[src/rtl/ddr3_phy_pkg.sv]
// Shared types and constants for the DDR3 PHY write-data launch path.
package ddr3_phy_pkg;

  typedef enum logic [2:0] {
    ST_IDLE  = 3'd0,
    ST_PRE   = 3'd1,
    ST_DATA0 = 3'd2,
    ST_DATA1 = 3'd3,
    ST_DATA2 = 3'd4,
    ST_DATA3 = 3'd5,
    ST_POST  = 3'd6
  } wr_state_t;

  localparam int BL8_CYCLES  = 4;
  localparam int WR_LAT_MIN  = 2;
  localparam int WR_LAT_MAX  = 15;
  localparam int SCHED_DEPTH = WR_LAT_MAX + 1;

  localparam logic IDLE_OEN  = 1'b1;
  localparam logic IDLE_DATA = 1'b0;

  function automatic logic is_data(input wr_state_t s);
    return (s == ST_DATA0) || (s == ST_DATA1) || (s == ST_DATA2) || (s == ST_DATA3);
  endfunction

  // Position of the beat being accepted while the FSM drives state s.
  function automatic logic [1:0] beat_slot(input wr_state_t s);
    case (s)
      ST_DATA0: return 2'd1;
      ST_DATA1: return 2'd2;
      ST_DATA2: return 2'd3;
      default:  return 2'd0;
    endcase
  endfunction

endpackage

[src/rtl/ddr3_wr_sched_sr.sv]
// Write-request scheduler: a shift register of sampled WRITE commands that flags
// when a preamble or a first data beat must be launched for the configured latency.
module ddr3_wr_sched_sr
  import ddr3_phy_pkg::*;
(
  input  logic       clk_x1,
  input  logic       reset,
  input  logic       i_req,
  input  logic [3:0] i_cfg_wr_lat,
  output logic       o_pre_due,
  output logic       o_start_due,
  output logic       o_pend_next
);

  logic [SCHED_DEPTH-1:0] r_sr;
  logic [SCHED_DEPTH-1:0] w_pre_sel;
  logic [SCHED_DEPTH-1:0] w_start_sel;
  logic [SCHED_DEPTH-1:0] w_pend_mask;
  logic [4:0]             w_lat;

  assign w_lat = {1'b0, i_cfg_wr_lat};

  // Bit k holds a request sampled k+1 edges ago; taps are one-hot selects on the latency.
  generate
    for (genvar gi = 0; gi < SCHED_DEPTH; gi++) begin : g_tap
      assign w_pre_sel[gi]   = (w_lat == 5'(gi + WR_LAT_MIN));
      assign w_pend_mask[gi] = (w_lat >= 5'(gi + WR_LAT_MIN));
      if (gi + 1 >= WR_LAT_MIN) begin : g_start
        assign w_start_sel[gi] = (w_lat == 5'(gi + 1));
      end else begin : g_nostart
        assign w_start_sel[gi] = 1'b0;
      end
    end
  endgenerate

  always_ff @(posedge clk_x1) begin
    if (reset) begin
      r_sr <= '0;
    end else begin
      r_sr <= {r_sr[SCHED_DEPTH-2:0], i_req};
    end
  end

  assign o_pre_due   = |(r_sr & w_pre_sel);
  assign o_start_due = |(r_sr & w_start_sel);
  assign o_pend_next = |(r_sr & w_pend_mask);

endmodule

[src/rtl/ddr3_wr_dq_launch.sv]
// DDR3 write-data launch: turns WRITE commands plus a beat stream into DQ/DQS/DM IOB drive.
// Optional DM drive from s_mask is enabled by defining DDR3_WR_DM_EN.
module ddr3_wr_dq_launch
  import ddr3_phy_pkg::*;
#(
  parameter int DQ_WIDTH = 16,
  parameter int DM_WIDTH = DQ_WIDTH / 8
) (
  input  logic                  clk_x1,
  input  logic                  reset,
  input  logic [3:0]            i_cfg_wr_lat,
  input  logic                  i_wr_req,
  input  logic                  i_s_valid,
  output logic                  o_s_ready,
  input  logic                  i_s_last,
  input  logic [2*DQ_WIDTH-1:0] i_s_data,
  input  logic [2*DM_WIDTH-1:0] i_s_mask,
  output logic                  o_dq_oen,
  output logic [DQ_WIDTH-1:0]   o_dq_d0,
  output logic [DQ_WIDTH-1:0]   o_dq_d1,
  output logic                  o_dqs_oen,
  output logic [DM_WIDTH-1:0]   o_dqs_d0,
  output logic [DM_WIDTH-1:0]   o_dqs_d1,
  output logic [DM_WIDTH-1:0]   o_dm_d0,
  output logic [DM_WIDTH-1:0]   o_dm_d1,
  output logic                  o_busy,
  input  logic                  i_err_clr,
  output logic                  o_err_underrun,
  output logic                  o_err_last,
  output logic                  o_err_collide
);

  wr_state_t             r_state, w_state_next;
  logic                  r_armed, w_armed_next;
  logic                  r_s_ready, r_busy;
  logic                  r_dq_oen, r_dqs_oen;
  logic [DQ_WIDTH-1:0]   r_dq_d0, r_dq_d1;
  logic [DM_WIDTH-1:0]   r_dqs_d0;
  logic                  r_err_underrun, r_err_last, r_err_collide;

  logic w_lat_ok, w_req_acc, w_req_bad;
  logic w_pre_due, w_start_due, w_start_ok, w_pend_next;
  logic w_col_pre, w_col_start;
  logic w_ready_next, w_busy_next;
  logic w_last_pos, w_set_underrun, w_set_last, w_set_collide;

  assign w_lat_ok  = (i_cfg_wr_lat >= 4'(WR_LAT_MIN));
  assign w_req_acc = i_wr_req && w_lat_ok;
  assign w_req_bad = i_wr_req && !w_lat_ok;

  ddr3_wr_sched_sr u_sched (
    .clk_x1      (clk_x1),
    .reset       (reset),
    .i_req       (w_req_acc),
    .i_cfg_wr_lat(i_cfg_wr_lat),
    .o_pre_due   (w_pre_due),
    .o_start_due (w_start_due),
    .o_pend_next (w_pend_next)
  );

  // r_armed marks a scheduled start whose preamble (or seamless slot) was granted;
  // starts of dropped requests arrive unarmed and are ignored.
  assign w_start_ok = w_start_due && r_armed;

  always_comb begin
    w_state_next = r_state;
    w_armed_next = r_armed;
    w_col_pre    = 1'b0;
    w_col_start  = 1'b0;
    case (r_state)
      ST_IDLE: begin
        if (w_pre_due) begin
          w_state_next = ST_PRE;
          w_armed_next = 1'b1;
        end
      end
      ST_PRE: begin
        w_col_pre    = w_pre_due;
        w_armed_next = 1'b0;
        w_state_next = w_start_ok ? ST_DATA0 : ST_IDLE;
      end
      ST_DATA0: begin
        w_state_next = ST_DATA1;
        w_col_pre    = w_pre_due;
        w_col_start  = w_start_due;
      end
      ST_DATA1: begin
        w_state_next = ST_DATA2;
        w_col_pre    = w_pre_due;
        w_col_start  = w_start_due;
      end
      ST_DATA2: begin
        // A preamble due now belongs to a request exactly one burst behind: chain it.
        w_state_next = ST_DATA3;
        w_col_start  = w_start_due;
        if (w_pre_due) w_armed_next = 1'b1;
      end
      ST_DATA3: begin
        w_col_pre = w_pre_due;
        if (w_start_ok) begin
          w_state_next = ST_DATA0;
          w_armed_next = 1'b0;
        end else begin
          w_state_next = ST_POST;
        end
      end
      ST_POST: begin
        if (w_pre_due) begin
          w_state_next = ST_PRE;
          w_armed_next = 1'b1;
        end else begin
          w_state_next = ST_IDLE;
        end
      end
      default: begin
        w_state_next = ST_IDLE;
        w_armed_next = 1'b0;
      end
    endcase
  end

  assign w_ready_next = (w_state_next == ST_PRE) || (w_state_next == ST_DATA0) ||
                        (w_state_next == ST_DATA1) || (w_state_next == ST_DATA2) ||
                        ((w_state_next == ST_DATA3) && w_armed_next);
  assign w_busy_next  = w_req_acc || w_pend_next || (w_state_next != ST_IDLE);

  assign w_last_pos     = (beat_slot(r_state) == 2'(BL8_CYCLES - 1));
  assign w_set_underrun = r_s_ready && !i_s_valid;
  assign w_set_last     = r_s_ready && i_s_valid && (i_s_last != w_last_pos);
  assign w_set_collide  = w_col_pre || w_col_start || w_req_bad;

  always_ff @(posedge clk_x1) begin
    if (reset) begin
      r_state        <= ST_IDLE;
      r_armed        <= 1'b0;
      r_s_ready      <= 1'b0;
      r_busy         <= 1'b0;
      r_dq_oen       <= IDLE_OEN;
      r_dqs_oen      <= IDLE_OEN;
      r_dq_d0        <= {DQ_WIDTH{IDLE_DATA}};
      r_dq_d1        <= {DQ_WIDTH{IDLE_DATA}};
      r_dqs_d0       <= {DM_WIDTH{IDLE_DATA}};
      r_err_underrun <= 1'b0;
      r_err_last     <= 1'b0;
      r_err_collide  <= 1'b0;
    end else begin
      r_state        <= w_state_next;
      r_armed        <= w_armed_next;
      r_s_ready      <= w_ready_next;
      r_busy         <= w_busy_next;
      r_dq_oen       <= ~is_data(w_state_next);
      r_dqs_oen      <= (w_state_next == ST_IDLE);
      r_dqs_d0       <= {DM_WIDTH{is_data(w_state_next)}};
      if (r_s_ready && i_s_valid) begin
        r_dq_d0 <= i_s_data[DQ_WIDTH-1:0];
        r_dq_d1 <= i_s_data[2*DQ_WIDTH-1:DQ_WIDTH];
      end else begin
        r_dq_d0 <= {DQ_WIDTH{IDLE_DATA}};
        r_dq_d1 <= {DQ_WIDTH{IDLE_DATA}};
      end
      r_err_underrun <= (r_err_underrun && !i_err_clr) || w_set_underrun;
      r_err_last     <= (r_err_last && !i_err_clr) || w_set_last;
      r_err_collide  <= (r_err_collide && !i_err_clr) || w_set_collide;
    end
  end

`ifdef DDR3_WR_DM_EN
  logic [DM_WIDTH-1:0] r_dm_d0, r_dm_d1;

  // Underrun slots are fully masked so the DRAM keeps the old bytes.
  always_ff @(posedge clk_x1) begin
    if (reset) begin
      r_dm_d0 <= {DM_WIDTH{IDLE_DATA}};
      r_dm_d1 <= {DM_WIDTH{IDLE_DATA}};
    end else if (r_s_ready) begin
      if (i_s_valid) begin
        r_dm_d0 <= i_s_mask[DM_WIDTH-1:0];
        r_dm_d1 <= i_s_mask[2*DM_WIDTH-1:DM_WIDTH];
      end else begin
        r_dm_d0 <= '1;
        r_dm_d1 <= '1;
      end
    end else begin
      r_dm_d0 <= {DM_WIDTH{IDLE_DATA}};
      r_dm_d1 <= {DM_WIDTH{IDLE_DATA}};
    end
  end

  assign o_dm_d0 = r_dm_d0;
  assign o_dm_d1 = r_dm_d1;
`else
  logic w_unused_mask;
  assign w_unused_mask = ^i_s_mask;
  assign o_dm_d0       = {DM_WIDTH{IDLE_DATA}};
  assign o_dm_d1       = {DM_WIDTH{IDLE_DATA}};
`endif

  assign o_s_ready      = r_s_ready;
  assign o_busy         = r_busy;
  assign o_dq_oen       = r_dq_oen;
  assign o_dq_d0        = r_dq_d0;
  assign o_dq_d1        = r_dq_d1;
  assign o_dqs_oen      = r_dqs_oen;
  assign o_dqs_d0       = r_dqs_d0;
  assign o_dqs_d1       = {DM_WIDTH{IDLE_DATA}};
  assign o_err_underrun = r_err_underrun;
  assign o_err_last     = r_err_last;
  assign o_err_collide  = r_err_collide;

endmodule

[config.mk]
export PLATFORM = sky130hd
export DESIGN_NAME = ddr3_wr_dq_launch
export DESIGN_NICKNAME = d
export VERILOG_FILES = /design/src/rtl/ddr3_phy_pkg.sv /design/src/rtl/ddr3_wr_sched_sr.sv /design/src/rtl/ddr3_wr_dq_launch.sv
export SDC_FILE = /design/constraint.sdc
export NUM_CORES = 1
export LEC_CHECK = 0
export ABC_AREA = 1
export CAP_MARGIN = 30
export CORE_AREA = 2 2 81 83
export DETAILED_ROUTE_END_ITERATION = 7
export DIE_AREA = 0 0 83 85
export HOLD_SLACK_MARGIN = 0.08
export PLACE_DENSITY = 0.73
export REMOVE_ABC_BUFFERS = 1
export SLEW_MARGIN = 10
export SYNTH_ARGS = -nofsm -noshare
export SYNTH_HDL_FRONTEND = slang
export SYNTH_SLANG_ARGS = --single-unit
[constraint.sdc]
create_clock -name clk_x1 -period 1.3 [get_ports clk_x1]
set_input_delay 0.26 -clock clk_x1 [delete_from_list [all_inputs] [get_ports clk_x1]]
set_output_delay 0.26 -clock clk_x1 [all_outputs]
set_load 0.005 [all_outputs]
==> results.ini, run 1 <==
[status]
status = finished with violations
violations = negative setup slack

[clock_tree]
cts_num_sinks = 59
ctsHoldBuffers = 0
cts_buffer_depth = 2
numCtsBuffers = 9
worst_skew_pair.late_latency_ns = 0.33
htreeDepth = 3
cts.clk_slew.worst_paths_ns = 0.06
cts_tree = built
cts-root-buf = clkbuf_8

[drt]
wl_um = 6430
vias_per_cell = 4.57
ant_nets = 0
drtPass1Iterations = 4
drc = 0
drt-initial-drc-count = 84
route.vias.total = 2376
wl_per_cell_um = 12.4

[placed_design]
port_buffers = 82
dpl.hpwl_um = 4860
dpl.cell_count = 505
placed_area_sq_um = 3440
place_ws_ns = -0.867
place.gp.congestion = 0.965

[cells_and_area]
design_area_sq_um = 3770
diodes = 0
instances_no_fill = 520
drive_gt1_share_pct = 27.5
layout.nets = 486
area_delta_synth_final_pct = 59.7

[global_route]
gr-total-overflow = 0
track_usage_pct = 18.7
grt_max_degree = 33
grt_pass1_vias = 2310
antenna_found_initial = 0
grt_pass1_wl_um = 10300

[logic_synthesis]
ys_seq_area_share_pct = 50.0
synth.most_common_cell = nor2_1
yosysWarnings = 0
postSynthCellCount = 326
yosysUniqueCellTypes = 26
synth_area_leaders = dfxtp_1, nor2_1, inv_1
synth_commonest_cells = nor2_1, inv_1, dfxtp_1
syn_area_per_cell_sq_um = 7.25
synth_area_sq_um = 2360
synth_top_area_share_pct = 50.0
post-synth-top-area-cell = dfxtp_1
ys_ff_latch = 59
synth-edff-count = 0
ys_async_sr_fraction_pct = 0
synth_ff_type = dfxtp_1

[power_and_ir_drop]
power_leakage_uw = 0.00200
p_per_area_nw_per_um2 = 1010
vdd_drop_max_mv = 0.731

[sta]
rsz0062_at_grt = true
hold_viol = 0
finalSetupViolations = 4
period_needed_ns = 1.38
fin_ws_ns = -0.0815
skew_ns = 0.00992
fin_setup_tns_ns = -0.163
drv_slew = 0
fmax_ghz = 0.724
period_share_pct = 106

[worst_setup_path]
crit_path_max_incr_delay_ns = 0.34
crit_type = flip-flop to flip-flop
cp_slowest_cell = dfxtp_2
critPathRequiredTime_ns = 1.51
end_kind = flip-flop
start_kind = flip-flop
arrival_ns = 1.60
critPathMaxFanout = 3
path_cells = nand3_2, nand2_2, nor2_2, nand2_2, o21ai_4, nand2_1, nand2_1, nand3_2, nand2_2, nand3_2

[floorplan]
io_pins = 93
start_util_pct = 38.1
die_h_um = 85
fp-row-count = 29
core_area_sq_um = 6200
die_w_um = 83
die_area_sq_um = 7060

[min_path]
hold_class = input pin to flip-flop

[flow_run]
maxCapViolations = 0

==> placed cells by master (no fill, tap or decap) <==
| cell | netlist | final |
|---|---|---|
| a211oi_1 | 1 | 1 |
| or2_2 | 1 | 1 |
| clkbuf_8 | 0 | 11 |
| conb_1 | 1 | 6 |
| a21boi_0 | 1 | 1 |
| nor3_4 | 0 | 1 |
| clkdlybuf4s50_1 | 0 | 37 |
| nand2_2 | 2 | 12 |
| o21ai_4 | 0 | 1 |
| o21ai_2 | 2 | 1 |
| nor3_1 | 3 | 2 |
| nand3_1 | 30 | 18 |
| buf_6 | 0 | 3 |
| dfxtp_2 | 0 | 15 |
| clkinvlp_4 | 0 | 1 |
| buf_4 | 7 | 28 |
| dfxtp_4 | 0 | 1 |
| nand3_2 | 2 | 14 |
| buf_12 | 0 | 1 |
| inv_1 | 65 | 61 |
| a21oi_1 | 8 | 8 |
| nor2_4 | 3 | 9 |
| inv_2 | 4 | 8 |
| clkbuf_1 | 5 | 1 |
| clkinv_1 | 1 | 1 |
| nor4b_1 | 1 | 1 |
| a21boi_4 | 0 | 1 |
| o21ai_1 | 2 | 3 |
| clkinv_2 | 0 | 1 |
| dlygate4sd2_1 | 0 | 41 |
| o21ai_0 | 6 | 5 |
| nand2_4 | 0 | 1 |
| nor2_1 | 68 | 54 |
| o31ai_1 | 1 | 1 |
| dfxtp_1 | 59 | 43 |
| nor2_2 | 4 | 12 |
| nand4_1 | 2 | 2 |
| nand2_1 | 46 | 35 |
==> critical path: cells and delay by family (launching register included) <==
| kind | cells | cell delay [ns] |
|---|---|---|
| AND/OR/NAND/NOR | 9 | 0.74 |
| flip-flops | 1 | 0.34 |
| AO/OA/AOI/OAI | 1 | 0.19 |
==> state kept, by name, summed over array words and instances (netlist names) <==
| name | cells |
|---|---|
| o_err_last | 1 |
| o_busy | 1 |
| o_dqs_d0 | 1 |
| u_sched.r_sr | 15 |
| o_dq_oen | 1 |
| o_err_collide | 1 |
| o_dq_d0 | 16 |
| o_err_underrun | 1 |
| r_armed | 1 |
| o_dqs_oen | 1 |
| o_s_ready | 1 |
| r_state | 3 |
| o_dq_d1 | 16 |
==> what timing repair did <==
| item | 4_1_cts | 5_1_grt |
|---|---|---|
| pin swaps | 8 | 24 |
| buffers inserted | 1 | 0 |
| endpoints found under the setup margin | 51 | 10 |
| gates resized for setup | 80 | 57 |
==> power breakdown <==
| group | leakage (uW) | switching (uW) | internal [uW] |
|---|---|---|---|
| clock network | 0.0000843 | 647 | 771 |
| registers | 0.000485 | 24.4 | 1850 |
| logic | 0.00143 | 247 | 277 |
==> routing by layer <==
layer / track usage [%] / share of wire [%] / up-vias
met3: 9.82 / 10 / 8
met5: 0 / 0 / -
li1: - / - / 1193
met1: 20.8 / 41 / 1088
met4: 9.39 / 1.5 / 0
met2: 29.5 / 47 / 87
==> final cells by class <==
| class | instances | area [sq um] |
|---|---|---|
| Clock buffer | 12 | 155 |
| Clock inverter | 2 | 12.5 |
| Fill cell | 551 | 2430 |
| Inverter | 70 | 263 |
| Multi-Input combinational cell | 190 | 1050 |
| Sequential cell | 59 | 1200 |
| Tap cell | 77 | 96.3 |
| Timing Repair Buffer | 110 | 993 |
==> kinds of logic after synthesis <==
logic type / synth area share (%)
AO/OA/AOI/OAI: 5.56
AND/OR/NAND/NOR: 30.1
flip-flops: 50.0
other: 0.159
buffers and inverters: 14.1
==> worst paths after layout <==
path                         from              end  slack (ns)  depth (start not counted)
hold reg to reg   u_sched.r_sr[6]  u_sched.r_sr[7]        0.45                          2
setup / recovery  u_sched.r_sr[8]           o_busy       -0.08                         10
hold / removal    i_cfg_wr_lat[1]  u_sched.r_sr[0]        0.40                          4
setup reg to reg  u_sched.r_sr[8]           o_busy       -0.08                         10
==> through the flow <==
step / hold slack, ns / power, uW / utilization [%]
2_1_floorplan: 0.329 / 2080 / -
3_3_place_gp: 0.427 / 2400 / 55.5
3_5_place_dp: 0.439 / 2410 / 55.5
4_1_cts: 0.415 / 3840 / 58.0
5_1_grt: 0.437 / 4020 / 60.8
6_report: 0.404 / 3820 / 60.8
Power figures use the tool's default switching activity.
==> inputs of run 2 (changes only) <==
--- a/config.mk
+++ b/config.mk
@@ -7,12 +7,13 @@
 export LEC_CHECK = 0
 export ABC_AREA = 1
 export CAP_MARGIN = 30
-export CORE_AREA = 2 2 81 83
+export CORE_AREA = 3 3 76 78
 export DETAILED_ROUTE_END_ITERATION = 7
-export DIE_AREA = 0 0 83 85
+export DIE_AREA = 0 0 79 81
 export HOLD_SLACK_MARGIN = 0.08
-export PLACE_DENSITY = 0.73
+export PLACE_DENSITY = 0.8
 export REMOVE_ABC_BUFFERS = 1
+export SKIP_CTS_REPAIR_TIMING = 1
 export SLEW_MARGIN = 10
 export SYNTH_ARGS = -nofsm -noshare
 export SYNTH_HDL_FRONTEND = slang
==> constraint.sdc (replaced) <==
create_clock -name clk_x1 -period 1.6 [get_ports clk_x1]
set_input_delay 0.32 -clock clk_x1 [delete_from_list [all_inputs] [get_ports clk_x1]]
set_output_delay 0.32 -clock clk_x1 [all_outputs]
set_load 0.005 [all_outputs]
==> run 2 against run 1 <==
The flow now finishes without violations. Via count down 2.9%. Hold slack better by 0.040 ns. Total power down 10%. Cell area down 4.0%. Sequential power down 19%. Critical endpoint is now o_s_ready. Largest cell class unchanged. Highest routed layer unchanged.
==> results.ini, run 2 (synthesis results as in run 1) <==
[placed_design]
place.gp.congestion = 0.898  ; was 0.965
dpl.cell_count = 488  ; was 505
place_ws_ns = -0.554  ; was -0.867 ns
dpl.hpwl_um = 4670  ; was 4860 um
port_buffers = 82  ; unchanged

[global_route]
antenna_found_initial = 0  ; unchanged
track_usage_pct = 20.4  ; was 18.7%
grt_pass1_vias = 2280  ; was 2,310
grt_pass1_wl_um = 10000  ; was 10,300 um
grt_max_degree = 33  ; unchanged
gr-total-overflow = 0  ; unchanged

[clock_tree]
worst_skew_pair.late_latency_ns = 0.33  ; about the same
cts_tree = built  ; unchanged
cts_buffer_depth = 2  ; unchanged
numCtsBuffers = 9  ; unchanged
htreeDepth = 3  ; unchanged
cts-root-buf = clkbuf_8  ; unchanged
cts_num_sinks = 59  ; unchanged
cts.clk_slew.worst_paths_ns = 0.07  ; was 0.06 ns

[drt]
drt-initial-drc-count = 186  ; was 84
route.vias.total = 2308  ; was 2,376
wl_um = 6080  ; was 6430 um
vias_per_cell = 4.58  ; was 4.57
ant_nets = 0  ; unchanged
drtPass1Iterations = 4  ; unchanged
wl_per_cell_um = 12.1  ; was 12.4 um
drc = 0  ; unchanged

[floorplan]
fp-row-count = 26  ; was 29
io_pins = 93  ; unchanged
die_area_sq_um = 6400  ; was 7060 sq um
die_w_um = 79  ; was 83 um
start_util_pct = 46.0  ; was 38.1%
die_h_um = 81  ; was 85 um
core_area_sq_um = 5140  ; was 6200 sq um

[cells_and_area]
drive_gt1_share_pct = 12.9  ; was 27.5%
final_common_cell = clkdlybuf4s50_1  ; was inv_1
area_delta_synth_final_pct = 53.3  ; was 59.7%
layout.nets = 475  ; was 486
layout_common_cells = clkdlybuf4s50_1, nor2_1, inv_1, dfxtp_1, nand2_1  ; was inv_1, nor2_1, dfxtp_1, dlygate4sd2_1, clkdlybuf4s50_1
instances_no_fill = 504  ; was 520
diodes = 0  ; unchanged

[power_and_ir_drop]
power_leakage_uw = 0.00177  ; was 0.00200 uW
vdd_drop_max_mv = 0.669  ; was 0.731 mV
p_per_area_nw_per_um2 = 948  ; was 1010 nW/um^2
total_power_uw = 3430  ; was 3820 uW

[sta]
drv_slew = 0  ; unchanged
fin_ws_ns = 0.0859  ; was -0.0815 ns
period_needed_ns = 1.51
period_share_pct = 94.6
skew_ns = 0.00726  ; was 0.00992 ns
finalSetupViolations = 0  ; was 4
rsz0062_at_grt = false  ; was true
fmax_ghz = 0.660
hold_viol = 0  ; unchanged

[worst_setup_path]
crit_type = flip-flop to output pin  ; was flip-flop to flip-flop
reg2reg_depth = 8  ; was 10
crit_cells = 1  ; was 10
end_kind = output pin  ; was flip-flop
arrival_ns = 1.19  ; was 1.60 ns
crit_path_max_incr_delay_ns = 0.51  ; was 0.34 ns
cp_slowest_cell = clkdlybuf4s50_1  ; was dfxtp_2
crit_buf_inv = 1  ; was 0
path_cells = clkdlybuf4s50_1  ; was nand3_2, nand2_2, nor2_2, nand2_2, o21ai_4, nand2_1, nand2_1, nand3_2, nand2_2, nand3_2
start_kind = flip-flop  ; unchanged
crit_family = buffers and inverters  ; was simple AND/OR/NAND/NOR gates
critPathMaxFanout = 4  ; was 3
critPathRequiredTime_ns = 1.28  ; was 1.51 ns

[flow_run]
maxCapViolations = 0  ; unchanged

[min_path]
min_path_cells = 2  ; was 4
hold_class = flip-flop to flip-flop  ; was input pin to flip-flop

[status]
status = finished clean  ; was finished with violations

## run 2: changes by cell type in the layout (fill, tap and decap cells not counted), moves of 4 or more
cell             before  now
dfxtp_2              15    1
nand3_2              14    2
dfxtp_1              43   58
nor2_1               54   66
dlygate4sd2_1        41    0
clkdlybuf4s50_1      37   78
nand2_1              35   45
nand3_1              18   30
nor2_4                9    5
buf_4                28   16
inv_2                 8    4
inv_1                61   65
nand2_2              12    3
nor2_2               12    4
## run 2: path summary, 6_finish.rpt
check	from	to	slack, ns
worst min register to register	u_sched.r_sr[13]	u_sched.r_sr[14]	0.44
worst max-delay path	o_s_ready	o_s_ready	0.09
worst min-delay path	u_sched.r_sr[13]	u_sched.r_sr[14]	0.44
worst max register to register	r_state[2]	o_busy	0.14
## run 2: final cells by class
class / instances / area [sq um]
clock buffers: 12 / 155
fillers: 431 / 1520
well taps: 70 / 87.6
flip-flops and latches: 59 / 1180
multi-input cells: 190 / 898
inverters: 70 / 263
repair buffers: 99 / 963
clock inverters: 4 / 72.6
## run 2: through the flow
| stage | utilization [%] | hold slack [ns] | instance area (sq um) | TNS [ns] |
|---|---|---|---|---|
| floorplan | - | 0.389 | 2310 | 0 |
| global placement | 65.3 | 0.430 | 3360 | -4.53 |
| detailed placement | 65.3 | 0.436 | 3360 | -4.81 |
| CTS | 69.8 | 0.447 | 3590 | -1.51 |
| global route | 70.5 | 0.464 | 3620 | 0 |
| finish | 70.5 | 0.444 | 3620 | 0 |
## run 2: routing by layer
layer  track usage, %  part of all wire [%]  wire length (um)
met5                0                     0                 0
met4             8.93                   1.7               103
met3             11.8                    13               801
met2             32.1                    45              2720
met1             22.6                    40              2450
## run 2: power breakdown
group          switching (uW)  total, uW  internal (uW)
clock network             559       1520            960
logic                     174        389            215
registers                19.5       1530           1510
total                     753       3430           2680
